==> src/rtl/phi_n_state_pkg.sv <==
// Shared definitions for the phi_n state schedule controller: state codes,
// schedule FSM states, default widths and a state-code legalising helper.
package phi_n_state_pkg;

    localparam int STATE_W = 3;

    localparam logic [STATE_W-1:0] STATE_NORMAL     = 3'd0;
    localparam logic [STATE_W-1:0] STATE_MEDITATION = 3'd4;
    // Legal state codes are 0..STATE_CODE_MAX; anything above falls back to NORMAL.
    localparam logic [STATE_W-1:0] STATE_CODE_MAX   = STATE_MEDITATION;

    localparam int THETA_W_DEF       = 18;
    localparam int ENTRIES_DEF       = 16;
    localparam int DWELL_W_DEF       = 16;
    localparam int ALIGN_TIMEOUT_DEF = 1000;

    typedef enum logic [1:0] {
        FSM_IDLE,
        FSM_DWELL,
        FSM_ALIGN,
        FSM_FINISH
    } sched_fsm_e;

    function automatic logic [STATE_W-1:0] legal_state(input logic [STATE_W-1:0] code);
        return (code > STATE_CODE_MAX) ? STATE_NORMAL : code;
    endfunction

endpackage

==> src/rtl/schedule_table_ram.sv <==
// Schedule table: ENTRIES x (state, dwell) register file, one synchronous
// write port and one asynchronous read port.
module schedule_table_ram
    import phi_n_state_pkg::*;
#(
    parameter int  ENTRIES = ENTRIES_DEF,
    parameter int  DWELL_W = DWELL_W_DEF,
    localparam int ADDR_W  = $clog2(ENTRIES)
) (
    input  logic               clk,
    input  logic               wr_en_i,
    input  logic [ADDR_W-1:0]  wr_addr_i,
    input  logic [STATE_W-1:0] wr_state_i,
    input  logic [DWELL_W-1:0] wr_dwell_i,
    input  logic [ADDR_W-1:0]  rd_addr_i,
    output logic [STATE_W-1:0] rd_state_o,
    output logic [DWELL_W-1:0] rd_dwell_o
);

    typedef struct packed {
        logic [STATE_W-1:0] state;
        logic [DWELL_W-1:0] dwell;
    } entry_t;

    entry_t mem_q [ENTRIES];

    // Table write port.
    // NOTE: the storage array has no reset branch; its contents must survive
    // a controller reset, and leaving it out keeps it a plain register file.
    // NOTE: clocked state is always assigned with <= so every flop samples the
    // pre-edge value regardless of statement order.
    always_ff @(posedge clk) begin
        if (wr_en_i) begin
            mem_q[wr_addr_i] <= '{state: wr_state_i, dwell: wr_dwell_i};
        end
    end

    assign rd_state_o = mem_q[rd_addr_i].state;
    assign rd_dwell_o = mem_q[rd_addr_i].dwell;

endmodule

==> src/rtl/state_schedule_controller.sv <==
// Steps the processor state_select through the programmed (state, dwell)
// table. Dwell is counted in 4 kHz ticks; with sync_to_theta each change
// waits for an upward theta zero crossing, bounded by ALIGN_TIMEOUT ticks.
module state_schedule_controller
    import phi_n_state_pkg::*;
#(
    parameter int  WIDTH         = THETA_W_DEF,
    parameter int  ENTRIES       = ENTRIES_DEF,
    parameter int  DWELL_W       = DWELL_W_DEF,
    parameter int  ALIGN_TIMEOUT = ALIGN_TIMEOUT_DEF,
    localparam int ADDR_W        = $clog2(ENTRIES)
) (
    input  logic                    clk,
    input  logic                    rst,
    input  logic                    clk_4khz_en,
    input  logic signed [WIDTH-1:0] theta_in,
    input  logic                    cfg_we,
    input  logic [ADDR_W-1:0]       cfg_addr,
    input  logic [STATE_W-1:0]      cfg_state,
    input  logic [DWELL_W-1:0]      cfg_dwell,
    input  logic [ADDR_W:0]         cfg_len,
    input  logic                    loop_en,
    input  logic                    sync_to_theta,
    input  logic                    start,
    input  logic                    abort,
    output logic [STATE_W-1:0]      state_select,
    output logic                    busy,
    output logic [ADDR_W-1:0]       entry_idx,
    output logic                    transition,
    output logic                    done
);

    localparam int LEN_W = ADDR_W + 1;
    localparam int TO_W  = $clog2(ALIGN_TIMEOUT + 1);

    sched_fsm_e         fsm_q, fsm_d;
    logic [STATE_W-1:0] sel_q, sel_d;
    logic [ADDR_W-1:0]  idx_q, idx_d;
    logic               busy_q, busy_d;
    logic               trans_q, trans_d;
    logic               done_q, done_d;
    logic [DWELL_W-1:0] dwell_q, dwell_d;
    logic [TO_W-1:0]    to_q, to_d;
    logic [LEN_W-1:0]   len_q, len_d;
    logic               loop_q, loop_d;
    logic               sync_q, sync_d;
    logic [WIDTH-1:0]   theta_prev_q, theta_prev_d;

    logic [ADDR_W-1:0]  rd_addr;
    logic [STATE_W-1:0] rd_state;
    logic [DWELL_W-1:0] rd_dwell;
    logic [LEN_W-1:0]   next_idx_ext;
    logic               has_next;
    logic [ADDR_W-1:0]  next_addr;
    logic [LEN_W-1:0]   len_eff;
    logic               crossing;
    logic               advance;

    // Table is writable only while idle; codes and dwell are legalised on the way in.
    schedule_table_ram #(
        .ENTRIES (ENTRIES),
        .DWELL_W (DWELL_W)
    ) u_table (
        .clk        (clk),
        .wr_en_i    (cfg_we && (fsm_q == FSM_IDLE)),
        .wr_addr_i  (cfg_addr),
        .wr_state_i (legal_state(cfg_state)),
        .wr_dwell_i ((cfg_dwell == '0) ? DWELL_W'(1) : cfg_dwell),
        .rd_addr_i  (rd_addr),
        .rd_state_o (rd_state),
        .rd_dwell_o (rd_dwell)
    );

    // Successor entry: idx+1 while inside the latched length, otherwise wrap to 0.
    assign next_idx_ext = {1'b0, idx_q} + LEN_W'(1);
    assign has_next     = (next_idx_ext < len_q);
    assign next_addr    = has_next ? next_idx_ext[ADDR_W-1:0] : '0;
    assign rd_addr      = (fsm_q == FSM_IDLE) ? '0 : next_addr;
    assign len_eff      = (cfg_len > LEN_W'(ENTRIES)) ? LEN_W'(ENTRIES) : cfg_len;
    assign crossing     = clk_4khz_en && theta_prev_q[WIDTH-1] && !theta_in[WIDTH-1];

    // Next-state and output logic for the schedule sequencer.
    // NOTE: every signal written here gets a default first, so no path can
    // leave one unassigned and infer a latch.
    always_comb begin
        fsm_d        = fsm_q;
        sel_d        = sel_q;
        idx_d        = idx_q;
        busy_d       = busy_q;
        trans_d      = 1'b0;
        done_d       = 1'b0;
        dwell_d      = dwell_q;
        to_d         = to_q;
        len_d        = len_q;
        loop_d       = loop_q;
        sync_d       = sync_q;
        theta_prev_d = clk_4khz_en ? theta_in : theta_prev_q;
        advance      = 1'b0;

        case (fsm_q)
            FSM_IDLE: begin
                if (start && !abort) begin
                    len_d  = len_eff;
                    loop_d = loop_en;
                    sync_d = sync_to_theta;
                    if (len_eff != '0) begin
                        fsm_d   = FSM_DWELL;
                        sel_d   = rd_state;
                        idx_d   = '0;
                        busy_d  = 1'b1;
                        trans_d = 1'b1;
                        dwell_d = rd_dwell;
                    end else begin
                        done_d = 1'b1;
                    end
                end
            end
            FSM_DWELL: begin
                if (clk_4khz_en) begin
                    if (dwell_q == DWELL_W'(1)) begin
                        if (sync_q) begin
                            fsm_d = FSM_ALIGN;
                            to_d  = '0;
                        end else begin
                            advance = 1'b1;
                        end
                    end else begin
                        dwell_d = dwell_q - DWELL_W'(1);
                    end
                end
            end
            FSM_ALIGN: begin
                if (clk_4khz_en) begin
                    if (crossing || (to_q == TO_W'(ALIGN_TIMEOUT - 1))) begin
                        advance = 1'b1;
                    end else begin
                        to_d = to_q + TO_W'(1);
                    end
                end
            end
            FSM_FINISH: begin
                fsm_d = FSM_IDLE;
            end
            default: begin
                fsm_d = FSM_IDLE;
            end
        endcase

        if (advance) begin
            if (has_next || loop_q) begin
                fsm_d   = FSM_DWELL;
                sel_d   = rd_state;
                idx_d   = next_addr;
                trans_d = 1'b1;
                dwell_d = rd_dwell;
            end else begin
                fsm_d  = FSM_FINISH;
                done_d = 1'b1;
                busy_d = 1'b0;
                sel_d  = STATE_NORMAL;
                idx_d  = '0;
            end
        end

        // Abort overrides everything else and stays silent: no done, no transition.
        if (abort && (fsm_q != FSM_IDLE)) begin
            fsm_d   = FSM_IDLE;
            sel_d   = STATE_NORMAL;
            busy_d  = 1'b0;
            idx_d   = '0;
            trans_d = 1'b0;
            done_d  = 1'b0;
        end
    end

    // State register with synchronous reset; the table itself is untouched.
    always_ff @(posedge clk) begin
        if (rst) begin
            fsm_q        <= FSM_IDLE;
            sel_q        <= STATE_NORMAL;
            idx_q        <= '0;
            busy_q       <= 1'b0;
            trans_q      <= 1'b0;
            done_q       <= 1'b0;
            dwell_q      <= '0;
            to_q         <= '0;
            len_q        <= '0;
            loop_q       <= 1'b0;
            sync_q       <= 1'b0;
            theta_prev_q <= '0;
        end else begin
            fsm_q        <= fsm_d;
            sel_q        <= sel_d;
            idx_q        <= idx_d;
            busy_q       <= busy_d;
            trans_q      <= trans_d;
            done_q       <= done_d;
            dwell_q      <= dwell_d;
            to_q         <= to_d;
            len_q        <= len_d;
            loop_q       <= loop_d;
            sync_q       <= sync_d;
            theta_prev_q <= theta_prev_d;
        end
    end

    assign state_select = sel_q;
    assign busy         = busy_q;
    assign entry_idx    = idx_q;
    assign transition   = trans_q;
    assign done         = done_q;

endmodule

==> config.mk <==
export PLATFORM = sky130hd
export DESIGN_NAME = state_schedule_controller
export DESIGN_NICKNAME = d
export VERILOG_FILES = /design/src/rtl/phi_n_state_pkg.sv /design/src/rtl/schedule_table_ram.sv /design/src/rtl/state_schedule_controller.sv
export SDC_FILE = /design/constraint.sdc
export NUM_CORES = 1
export LEC_CHECK = 0
export CELL_PAD_IN_SITES_DETAIL_PLACEMENT = 0
export CELL_PAD_IN_SITES_GLOBAL_PLACEMENT = 1
export CORE_MARGIN = 8
export CORE_UTILIZATION = 54
export CTS_CLUSTER_DIAMETER = 30
export CTS_CLUSTER_SIZE = 14
export DETAILED_ROUTE_END_ITERATION = 16
export HOLD_SLACK_MARGIN = 0.08
export PLACE_DENSITY_LB_ADDON = 0.1
export SYNTH_ARGS = -nofsm -noshare
export SYNTH_HDL_FRONTEND = slang
export SYNTH_SLANG_ARGS = --single-unit
==> constraint.sdc <==
create_clock -name clk -period 8.05 [get_ports clk]
set_input_delay 1.61 -clock clk [delete_from_list [all_inputs] [get_ports clk]]
set_output_delay 1.61 -clock clk [all_outputs]
set_load 0.01 [all_outputs]
# [Yosys cells after proc, flatten, opt, wreduce, memory -nomap -nowiden]
# Memories as Yosys holds them, arrays and structs flattened.
# Index checks and enable logic that the tools add are counted.
[op_classes] shift=0 addsub=3 n_mux=59 mul=0 eq_ne=15 div=0 reduce_logical=23 order_cmp=3 bitwise=0
[ops] operator="$mux W16" n=7
[ops] operator="$mux W10" n=5
[ops] operator="$pmux W16 S2" n=1
[ops] operator="$mux W4" n=7
[ops] operator="$mux W1" n=22
[ops] operator="$pmux W10 S2" n=1
[ops] operator="$mux W3" n=6
[ops] operator="$eq A16 B1 Y1 const B" n=1
[ops] operator="$logic_not A16 Y1" n=1
[ops] operator="$sub A16 B1 Y16 const B" n=1
[ops] operator="$mux W2" n=7
[ops] operator="$reduce_and A6 Y1" n=2
[ops] operator="$add A10 B1 Y10 const B" n=1
[ops] operator="$eq A10 B10 Y1 const B" n=1
[ops] operator="$ne A2 B2 Y1 const B" n=5
[ops] operator="$reduce_bool A2 Y1" n=5
[ops] operator="$ne A3 B3 Y1 const B" n=3
[ops] operator="$ne A3 B2 Y1 const B" n=2
[ops] operator="$pmux W2 S3" n=1
[ops] operator="$add A4 B1 Y5 const B" n=1
[ops] operator="$gt A5 B5 Y1 const B" n=1
[ops] operator="$logic_and A1 B1 Y1" n=5
[ops] operator="$lt A5 B5 Y1" n=1
[ops] operator="$mux W5" n=1
[ops] operator="12 further kinds" n=15
[word_totals] input_bits=54 latchBits=0 mem_bits_rw=304 out_inout_bits=10 mem_bits_ro=0 memories=1 ff_bits=63 word_cells=116
[memory_table] name="u_table.mem_q" depth=16 word_bits=19 rd=1 rd_ports_with_merged_regs=0 wr=1 line_no="schedule_table_ram.sv:25" source="entry_t mem_q [ENTRIES];"

# [Longest topological paths before layout]
# Gate-level depths: netlist (run 1).
# An unclocked memory read counts as a cell.
[depth] ltp_word=10 depth_mapped=16 mapped_depth_nobuf=12

# [By module]
# From an unflattened synthesis (run 1), not the netlist that was laid out.
[hier_totals] hier_cells=861 area_unflattened_um2=14455.1
[modules_own_cells] module="schedule_table_ram" area_per_inst_um2=11466.0 cells_each=488 instances=1
[modules_own_cells] module="state_schedule_controller" area_per_inst_um2=2989.1 cells_each=373 instances=1

# [Least setup slack after synthesis (run 1)]
# No wires, ideal clock.
[synth_timing] path_type="in2reg" startpoint="input cfg_addr[0]" endpoint="memory u_table.mem_q[0][0] (netlist bit) (enable)" path_stages=2 setup_slack_ps=4252 setup_ps=419 n_path_buf=0 t_arrival_ps=3379 path_cell_list="or3_1 nor3_1"
[synth_lines] item="start: declaration" line_no="state_schedule_controller.sv:18" source="input logic [ADDR_W-1:0] cfg_addr,"
[synth_lines] item="end: declaration" line_no="schedule_table_ram.sv:25"
# No word-level cell before the write port.

# [Worst setup path in the final report (run 1)]
[layout_timing] startpoint="register idx_q[0] (netlist: entry_idx[0])" endpoint="register dwell_q[9]"
[layout_via] elab_chain_cells=10 elab_cells_between_ends=11 classes_between="1 x add/sub; 1 x order compare; 7 x mux; 1 x reduce/logical; 1 x memory"
[layout_rtl] item="start: declaration" line_no="state_schedule_controller.sv:38" source="logic [ADDR_W-1:0] idx_q, idx_d;"
[layout_rtl] item="start signal: assignment" line_no="state_schedule_controller.sv:194" source="idx_q <= idx_d;"
[layout_rtl] item="$add A4 B1 Y5 *" line_no="state_schedule_controller.sv:75" source="assign next_idx_ext = {1'b0, idx_q} + LEN_W'(1);"
[layout_rtl] item="$lt A5 B5 Y1" line_no="state_schedule_controller.sv:76" source="assign has_next = (next_idx_ext < len_q);"
[layout_rtl] item="$mux W4" line_no="state_schedule_controller.sv:77" source="assign next_addr = has_next ? next_idx_ext[ADDR_W-1:0] : '0;"
[layout_rtl] item="$mux W4" line_no="state_schedule_controller.sv:78" source="assign rd_addr = (fsm_q == FSM_IDLE) ? '0 : next_addr;"
[layout_rtl] item="$mem_v2 Z16 W19"
[layout_rtl] item="$mux W16" line_no="state_schedule_controller.sv:106" source="if (len_eff != '0) begin"
[layout_rtl] item="$mux W16" line_no="state_schedule_controller.sv:102" source="if (start && !abort) begin"
[layout_rtl] item="$pmux W16 S2" line_no="state_schedule_controller.sv:100" source="case (fsm_q)"
[layout_rtl] item="$mux W16" line_no="state_schedule_controller.sv:150" source="if (has_next || loop_q) begin"
[layout_rtl] item="$mux W16 *" line_no="state_schedule_controller.sv:149" source="if (advance) begin"
[layout_rtl] item="end signal: assignment" line_no="state_schedule_controller.sv:198" source="dwell_q <= dwell_d;"
[layout_rtl] item="end: declaration" line_no="state_schedule_controller.sv:42" source="logic [DWELL_W-1:0] dwell_q, dwell_d;"
# Mark *: on every way between the ends. The rest lies on a longest branch, timed or not.
# A chain may end at the register's enable or synchronous reset.

==> results.md, run 1 <==
* Status: finished, final reports clean
* Clock sinks at 350
* Worst R2R Setup Slack at 2.45 ns
* CP max FO at 19
* Clk Latency, worst-skew pair at 0.56 ns
* Netlist Area Pre-Place at 0.01487 mm^2
* Fin area at 0.01809 mm^2
* Final Util at 0.6694
* FFs w/ async S/R, synth at 0
* Setup WS post-layout at 2.449 ns
* Routed WL per cell at 26.68 um
* First-pass GRT wire length at 62,620 um
* Net Count, Synth at 1,220
* Max_slew headroom at 0.2368
* Setup_tns at 0 ns
* FF-to-FF Start: entry_idx[0]$_SDFFE_PP0P_
* CP most frequent cell: a311oi_1
* Biggest area consumer among synthesized cells: edfxtp_1
* EDFF count, synth at 304
* Nets at 1,293
* Area of the die at 0.03311 mm^2
* CTS Root Cell: clkbuf_16
* Storage cell area at 0.01005 mm^2
* Initial DRC Count at 1,198
* R2r worst-path depth at 13
* Synth cell types at 75
* Drt first pass iters at 5
* RR Endpoint: dwell_q[9]$_SDFF_PP0_
* Main flop type after synthesis: edfxtp_1
* Total number of vias at 10,470
* Initial Util at 0.5503
* Post-CTS Setup Inserts at 0
* Final Setup Violations at 0
* Cell Area, Placed at 0.01578 mm^2
* Hold/Removal Path Class: reg -> reg
* Setup crit end kind: register
* Leakage at 5.968 nW
* Total track usage at 0.2559
* IO Pins at 64
* Crit-path max cell delay at 0.68 ns
* CTS resizes at 0
* Gr ovfl total at 0
* Worst EP required at 8.45 ns
* RSZ-0062 raised after global routing: false
* Min Clock Period, post-route at 5.601 ns
* Crit path from: entry_idx[0]$_SDFFE_PP0P_
* Largest net degree at the start of global routing at 36
* Clk buf depth at 3
* Area share of the largest cell type after synthesis at 0.6138
* Final Skew at 0.01902 ns
* Mean post-synth cell area at 12.90 um^2
* DRC Markers at 0
* Total CTS buffers at 71
* # hold bufs at CTS at 0
* Via density at 6.452
* Area of the multi-input gates at 0.004538 mm^2
* CTS tree: yes
* Initial antenna violation count at 0
* Area growth, synth to finish at 21.63%
* Crit Path Class: reg -> reg
* Arr. time, crit path at 6.01 ns
* FP Rows at 60
* HP Start: len_q[0]$_SDFFE_PP0P_
* RD Place Congestion at 0.8682
* Die width at 182.0 um
* ANT nets after route at 0
* Post-place setup slack at 2.626 ns
* Port-buffer cells at 46
* Pwr/cell area at 308.0 mW/mm^2
* Delay-heaviest family, CP: compound AO/OA/AOI/OAI gates
* Final period utilization at 0.6958
* Cell Chain, Critical Path: nand3_1 -> xor2_1 -> clkinv_1 -> ha_1 -> o21ai_0 -> nand2_1 -> o21ai_2 -> and2_1 -> buf_4 -> a21oi_1 -> o21a_1 -> a311oi_1 -> a311oi_1
* Core area at 0.02703 mm^2
* Commonest non-fill, non-tap cells in the layout: 304 x edfxtp_1, 118 x nand2_1, 71 x clkbuf_16
* # Max-Cap Violations at 0
* Startpoint Class: register
* Measured slew at the worst slew-check pin at 1.141 ns
* Slew Limit Fails at 0
* Fill cell count at 1,944
* HPWL Detailed at 24,280 um
* VDD IR max at 0.2062 mV
* Clock-pin slew on the worst setup and hold paths at 0.05 ns
* Buf/Inv on CP at 2
* Layout cells sized above 1 at 0.1459
* CP max stage cell: dfxtp_1
* Levels on crit path at 13
* ANT cells at 0
* Post-Route WL at 43,290 um
* Vias in the first global route at 9,959
* H-tree depth at 3
* Synth warn at 0
* #FFs+latches synth at 350
* Final hold slack at 0.4881 ns
* Synth top area cells: edfxtp_1 61%, dfxtp_1 6.2%, nand2_1 3.0%
* Synth Instances at 1,153
* Fmax at 178.5 MHz
* Die Y at 182.0 um
* Final Hold Viols at 0
* Worst setup path endpoint: dwell_q[9]$_SDFF_PP0_
* Most common cell after layout, fill and taps aside: edfxtp_1
* Seq/Total Area, Yosys at 0.6757
-- per-layer routing --
layer  track usage  share of wire
met5             0              0
met4        0.1063          0.038
met3       0.05669          0.090
met2        0.4094           0.47
met1        0.3340           0.40
-- worst register-to-register path: cells and delay by family, from the launching register on --
kind	cells	cell delay, ns
buffers and inverters	2	0.95
AOI/OAI and AO/OA	6	1.66
adders and majority gates	1	0.49
and+or+nand+nor	3	1.18
DFF	1	0.68
xor gates and xnor gates	1	0.52
-- per-stage QoR --
stage | std cells | power [mW]
final | 1623 | 5.572
after global routing | 1623 | 5.738
after CTS | 1623 | 5.583
after detailed placement | 1494 | 2.807
after global placement | 1494 | 2.802
after floorplan | 1153 | 2.564
-- cells by family (layout without fill, tap and decap cells) --
family	after synthesis	in the layout	share of synthesized area
flops	350	350	0.6757
simple gates	343	343	0.1095
compound gates	293	293	0.1379
buf+inv	99	228	0.02751
mux	46	46	0.03264
fa+ha+maj	13	13	0.01094
xor+xnor	9	9	0.005805
-- state kept, by name (all words and copies together), names as in the netlist --
name	cells
state_select	3
fsm_q	2
sync_q	1
u_table.mem_q	304
len_q	5
dwell_q	16
done	1
transition	1
theta_prev_q	1
busy	1
loop_q	1
entry_idx	4
to_q	10
-- power breakdown --
group | internal, mW | leakage, nW | total (mW) | switching (mW)
sequential | 2.06 | 3.13 | 2.11 | 0.0584
clock | 1.84 | 1.14 | 2.78 | 0.941
combinational | 0.219 | 1.70 | 0.682 | 0.462
total | 4.11 | 5.97 | 5.57 | 1.46
-- how the worst min path moves through the flow --
stage,to,cells after the start
after global routing,busy$_SDFF_PP0_,2
after global placement,len_q[2]$_SDFFE_PP0P_,2
final,len_q[0]$_SDFFE_PP0P_,2
after CTS,len_q[0]$_SDFFE_PP0P_,2
after floorplan,sync_q$_SDFFE_PP0P_,2
after detailed placement,len_q[0]$_SDFFE_PP0P_,2
-- area by class of cell --
class	count	share of cell area
clock buffers	86	0.1041
clock inverters	43	0.02386
inverters	26	0.005395
multi-input cells	704	0.2509
flip-flops and latches	350	0.5555
well taps	341	0.02359
repair buffers	73	0.03666
-- synth_stat cells (11+ instances only) --
cell type,instances
a21oi_1,56
a221oi_1,35
a22oi_1,33
a31oi_1,15
buf_2,18
clkbuf_1,49
dfxtp_1,46
edfxtp_1,304
ha_1,13
inv_1,24
mux2i_1,35
nand2_1,118
nand3_1,48
nor2_1,69
nor3_1,32
o211ai_1,11
o21ai_0,47
(Power assumes the default switching activity.)
==> run 2: changes to the inputs <==
--- a/config.mk
+++ b/config.mk
@@ -8,7 +8,7 @@
 export CELL_PAD_IN_SITES_DETAIL_PLACEMENT = 0
 export CELL_PAD_IN_SITES_GLOBAL_PLACEMENT = 1
 export CORE_MARGIN = 8
-export CORE_UTILIZATION = 54
+export CORE_UTILIZATION = 50
 export CTS_CLUSTER_DIAMETER = 30
 export CTS_CLUSTER_SIZE = 14
 export DETAILED_ROUTE_END_ITERATION = 16
==> constraint.sdc (replaced) <==
create_clock -name clk -period 5.6 [get_ports clk]
set_input_delay 1.12 -clock clk [delete_from_list [all_inputs] [get_ports clk]]
set_output_delay 1.12 -clock clk [all_outputs]
set_load 0.01 [all_outputs]
==> run 2 against run 1 <==
Net effect:
- maximum frequency is 20% higher
- power is 51% higher
- clock power is 57% higher
- sequential power is 45% higher
- via count is 1.1% higher
- clock-buffer cell count is 6 higher
- cell area is 2.7% higher
- flip-flop and latch count stayed put
- global-route usage is 0.62 points lower
- worst setup slack worse by 1.5 ns
- critical path type unchanged
- largest cell class unchanged
==> results.md, run 2 (synthesis gave the netlist of run 1 again) <==
* Clock sinks at 350 (unchanged)
* Final period utilization at 0.8363 (was 0.6958)
* First-pass GRT wire length at 66,500 um (was 62,620 um)
* VDD IR max at 0.3519 mV (was 0.2062 mV)
* CTS resizes at 0 (unchanged)
* Post-Route WL at 45,030 um (was 43,290 um)
* HPWL Detailed at 26,720 um (was 24,280 um)
* Clk Latency, worst-skew pair at 0.59 ns (was 0.56 ns)
* CP max FO at 27 (was 19)
* Setup_tns at 0 ns (unchanged)
* Routed WL per cell at 26.43 um (was 26.68 um)
* RD Place Congestion at 0.8548 (was 0.8682)
* DRC Markers at 0 (unchanged)
* IO Pins at 64 (unchanged)
* Die width at 188.5 um (was 182.0 um)
* Clock-pin slew on the worst setup and hold paths at 0.04 ns (was 0.05 ns)
* HP Start: len_q[0]$_SDFFE_PP0P_ (unchanged)
* Final Hold Viols at 0 (unchanged)
* # Max-Cap Violations at 0 (unchanged)
* FF-to-FF Start: entry_idx[2]$_SDFFE_PP0P_ (was entry_idx[0]$_SDFFE_PP0P_)
* Total CTS buffers at 76 (was 71)
* Pwr/cell area at 453.3 mW/mm^2 (was 308.0 mW/mm^2)
* Crit-path max cell delay at 0.67 ns (was 0.68 ns)
* Arr. time, crit path at 5.13 ns (was 6.01 ns)
* Vias in the first global route at 10,290 (was 9,959)
* Drt first pass iters at 5 (unchanged)
* Worst EP required at 6.05 ns (was 8.45 ns)
* Hold/Removal Path Class: reg -> reg (unchanged)
* Fmax at 213.5 MHz (was 178.5 MHz)
* Slew Limit Fails at 0 (unchanged)
* Gr ovfl total at 0 (unchanged)
* Measured slew at the worst slew-check pin at 1.065 ns (was 1.141 ns)
* Leakage at 6.174 nW (was 5.968 nW)
* Area growth, synth to finish at 24.93% (was 21.63%)
* RSZ-0062 raised after global routing: false (unchanged)
* Port-buffer cells at 46 (unchanged)
* CP max stage cell: a21oi_2 (was dfxtp_1)
* Final Setup Violations at 0 (unchanged)
* ANT nets after route at 0 (unchanged)
* Storage cell area at 0.01005 mm^2 (unchanged)
* Min Clock Period, post-route at 4.683 ns (was 5.601 ns)
* Cell Chain, Critical Path: nand3_1 -> xor2_1 -> clkinv_1 -> ha_1 -> o21ai_0 -> nand2_1 -> a21oi_2 -> buf_12 -> a221oi_1 -> o21ai_0 -> o221ai_1 -> a221oi_1 (was nand3_1 -> xor2_1 -> clkinv_1 -> ha_1 -> o21ai_0 -> nand2_1 -> o21ai_2 -> and2_1 -> buf_4 -> a21oi_1 -> o21a_1 -> a311oi_1 -> a311oi_1)
* CTS tree: yes (unchanged)
* Initial DRC Count at 1,275 (was 1,198)
* Nets at 1,319 (was 1,293)
* Delay-heaviest family, CP: compound AO/OA/AOI/OAI gates (unchanged)
* Initial antenna violation count at 0 (unchanged)
* Commonest non-fill, non-tap cells in the layout: 304 x edfxtp_1, 118 x nand2_1, 77 x clkbuf_16 (was 304 x edfxtp_1, 118 x nand2_1, 71 x clkbuf_16)
* Cell Area, Placed at 0.01601 mm^2 (was 0.01578 mm^2)
* Max reg flops at 304 (unchanged)
* Startpoint Class: register (unchanged)
* Largest net degree at the start of global routing at 31 (was 36)
* Status: finished, final reports clean (unchanged)
* Setup crit end kind: register (unchanged)
* Largest registers: u_table.mem_q: 304 flops, dwell_q: 16 flops, to_q: 10 flops (unchanged)
* Buf/Inv on CP at 2 (unchanged)
* Total number of vias at 10,590 (was 10,470)
* Die Y at 188.5 um (was 182.0 um)
* Clk buf depth at 3 (unchanged)
* Max_slew headroom at 0.2885 (was 0.2368)
* CTS Root Cell: clkbuf_16 (unchanged)
* FP Rows at 63 (was 60)
* H-tree depth at 3 (unchanged)
* Layout cells sized above 1 at 0.1583 (was 0.1459)
* Core area at 0.02948 mm^2 (was 0.02703 mm^2)
* Crit path from: entry_idx[2]$_SDFFE_PP0P_ (was entry_idx[0]$_SDFFE_PP0P_)
* Fill cell count at 2,256 (was 1,944)
* Area of the multi-input gates at 0.004531 mm^2 (was 0.004538 mm^2)
* Final Skew at 0.03993 ns (was 0.01902 ns)
* Fin area at 0.01858 mm^2 (was 0.01809 mm^2)
* Via density at 6.215 (was 6.452)
* Reg with most FFs: u_table.mem_q (unchanged)
* Total track usage at 0.2497 (was 0.2559)
* ANT cells at 0 (unchanged)
* Most common cell after layout, fill and taps aside: edfxtp_1 (unchanged)
* Post-CTS Setup Inserts at 0 (unchanged)
* Area of the die at 0.03552 mm^2 (was 0.03311 mm^2)
* # hold bufs at CTS at 0 (unchanged)
* Crit Path Class: reg -> reg (unchanged)
* Initial Util at 0.5045 (was 0.5503)
[run 2: path summary, 6_finish.rpt]
kind / cells after the start / endpoint / slack, ns
setup / recovery: 12 / dwell_q[8]$_SDFF_PP0_ / 0.92
setup reg to reg: 12 / dwell_q[8]$_SDFF_PP0_ / 0.92
hold reg to reg: 2 / len_q[0]$_SDFFE_PP0P_ / 0.48
hold / removal: 2 / len_q[0]$_SDFFE_PP0P_ / 0.48
[run 2: stage by stage]
stage	hold slack, ns	total power, mW	cells	worst slack [ns]	util
2_1_floorplan	0.4450	3.686	1153	2.086	-
3_3_place_gp	0.4657	4.065	1564	1.183	0.5431
3_5_place_dp	0.4757	4.074	1564	1.074	0.5431
4_1_cts	0.4868	8.454	1704	1.026	0.6303
5_1_grt	0.5203	8.694	1704	0.6294	0.6303
6_report	0.4822	8.423	1704	0.9166	0.6303
[run 2: report_power, final]
part / total, mW / internal (mW) / switching (mW)
logic: 1.01 / 0.333 / 0.678
registers: 3.05 / 2.96 / 0.0880
clock network: 4.37 / 2.94 / 1.43
[run 2: per-layer routing]
metal / GRT usage / vias up / wire (um)
met1: 0.3404 / 5210 / 18670
met5: 0 / - / 0
li1: - / 4717 / -
met4: 0.1118 / 0 / 1812
met2: 0.3852 / 544 / 20600
met3: 0.04677 / 119 / 3950
[run 2: layout make-up]
class	count	share of cell area
flip-flops and latches	350	0.5408
well taps	390	0.02626
inverters	26	0.005252
clock buffers	92	0.1083
repair buffers	94	0.04552
multi-input cells	704	0.2438
clock inverters	48	0.02996
[run 2: worst register-to-register path, delay by kind of cell, from the launching register on]
family	cells	cell delay (ns)
AND/OR/NAND/NOR	2	0.47
AO/OA/AOI/OAI	6	2.23
XOR/XNOR	1	0.55
flip-flops	1	0.45
buffers and inverters	2	0.50
adder cells (fa/ha/maj)	1	0.36
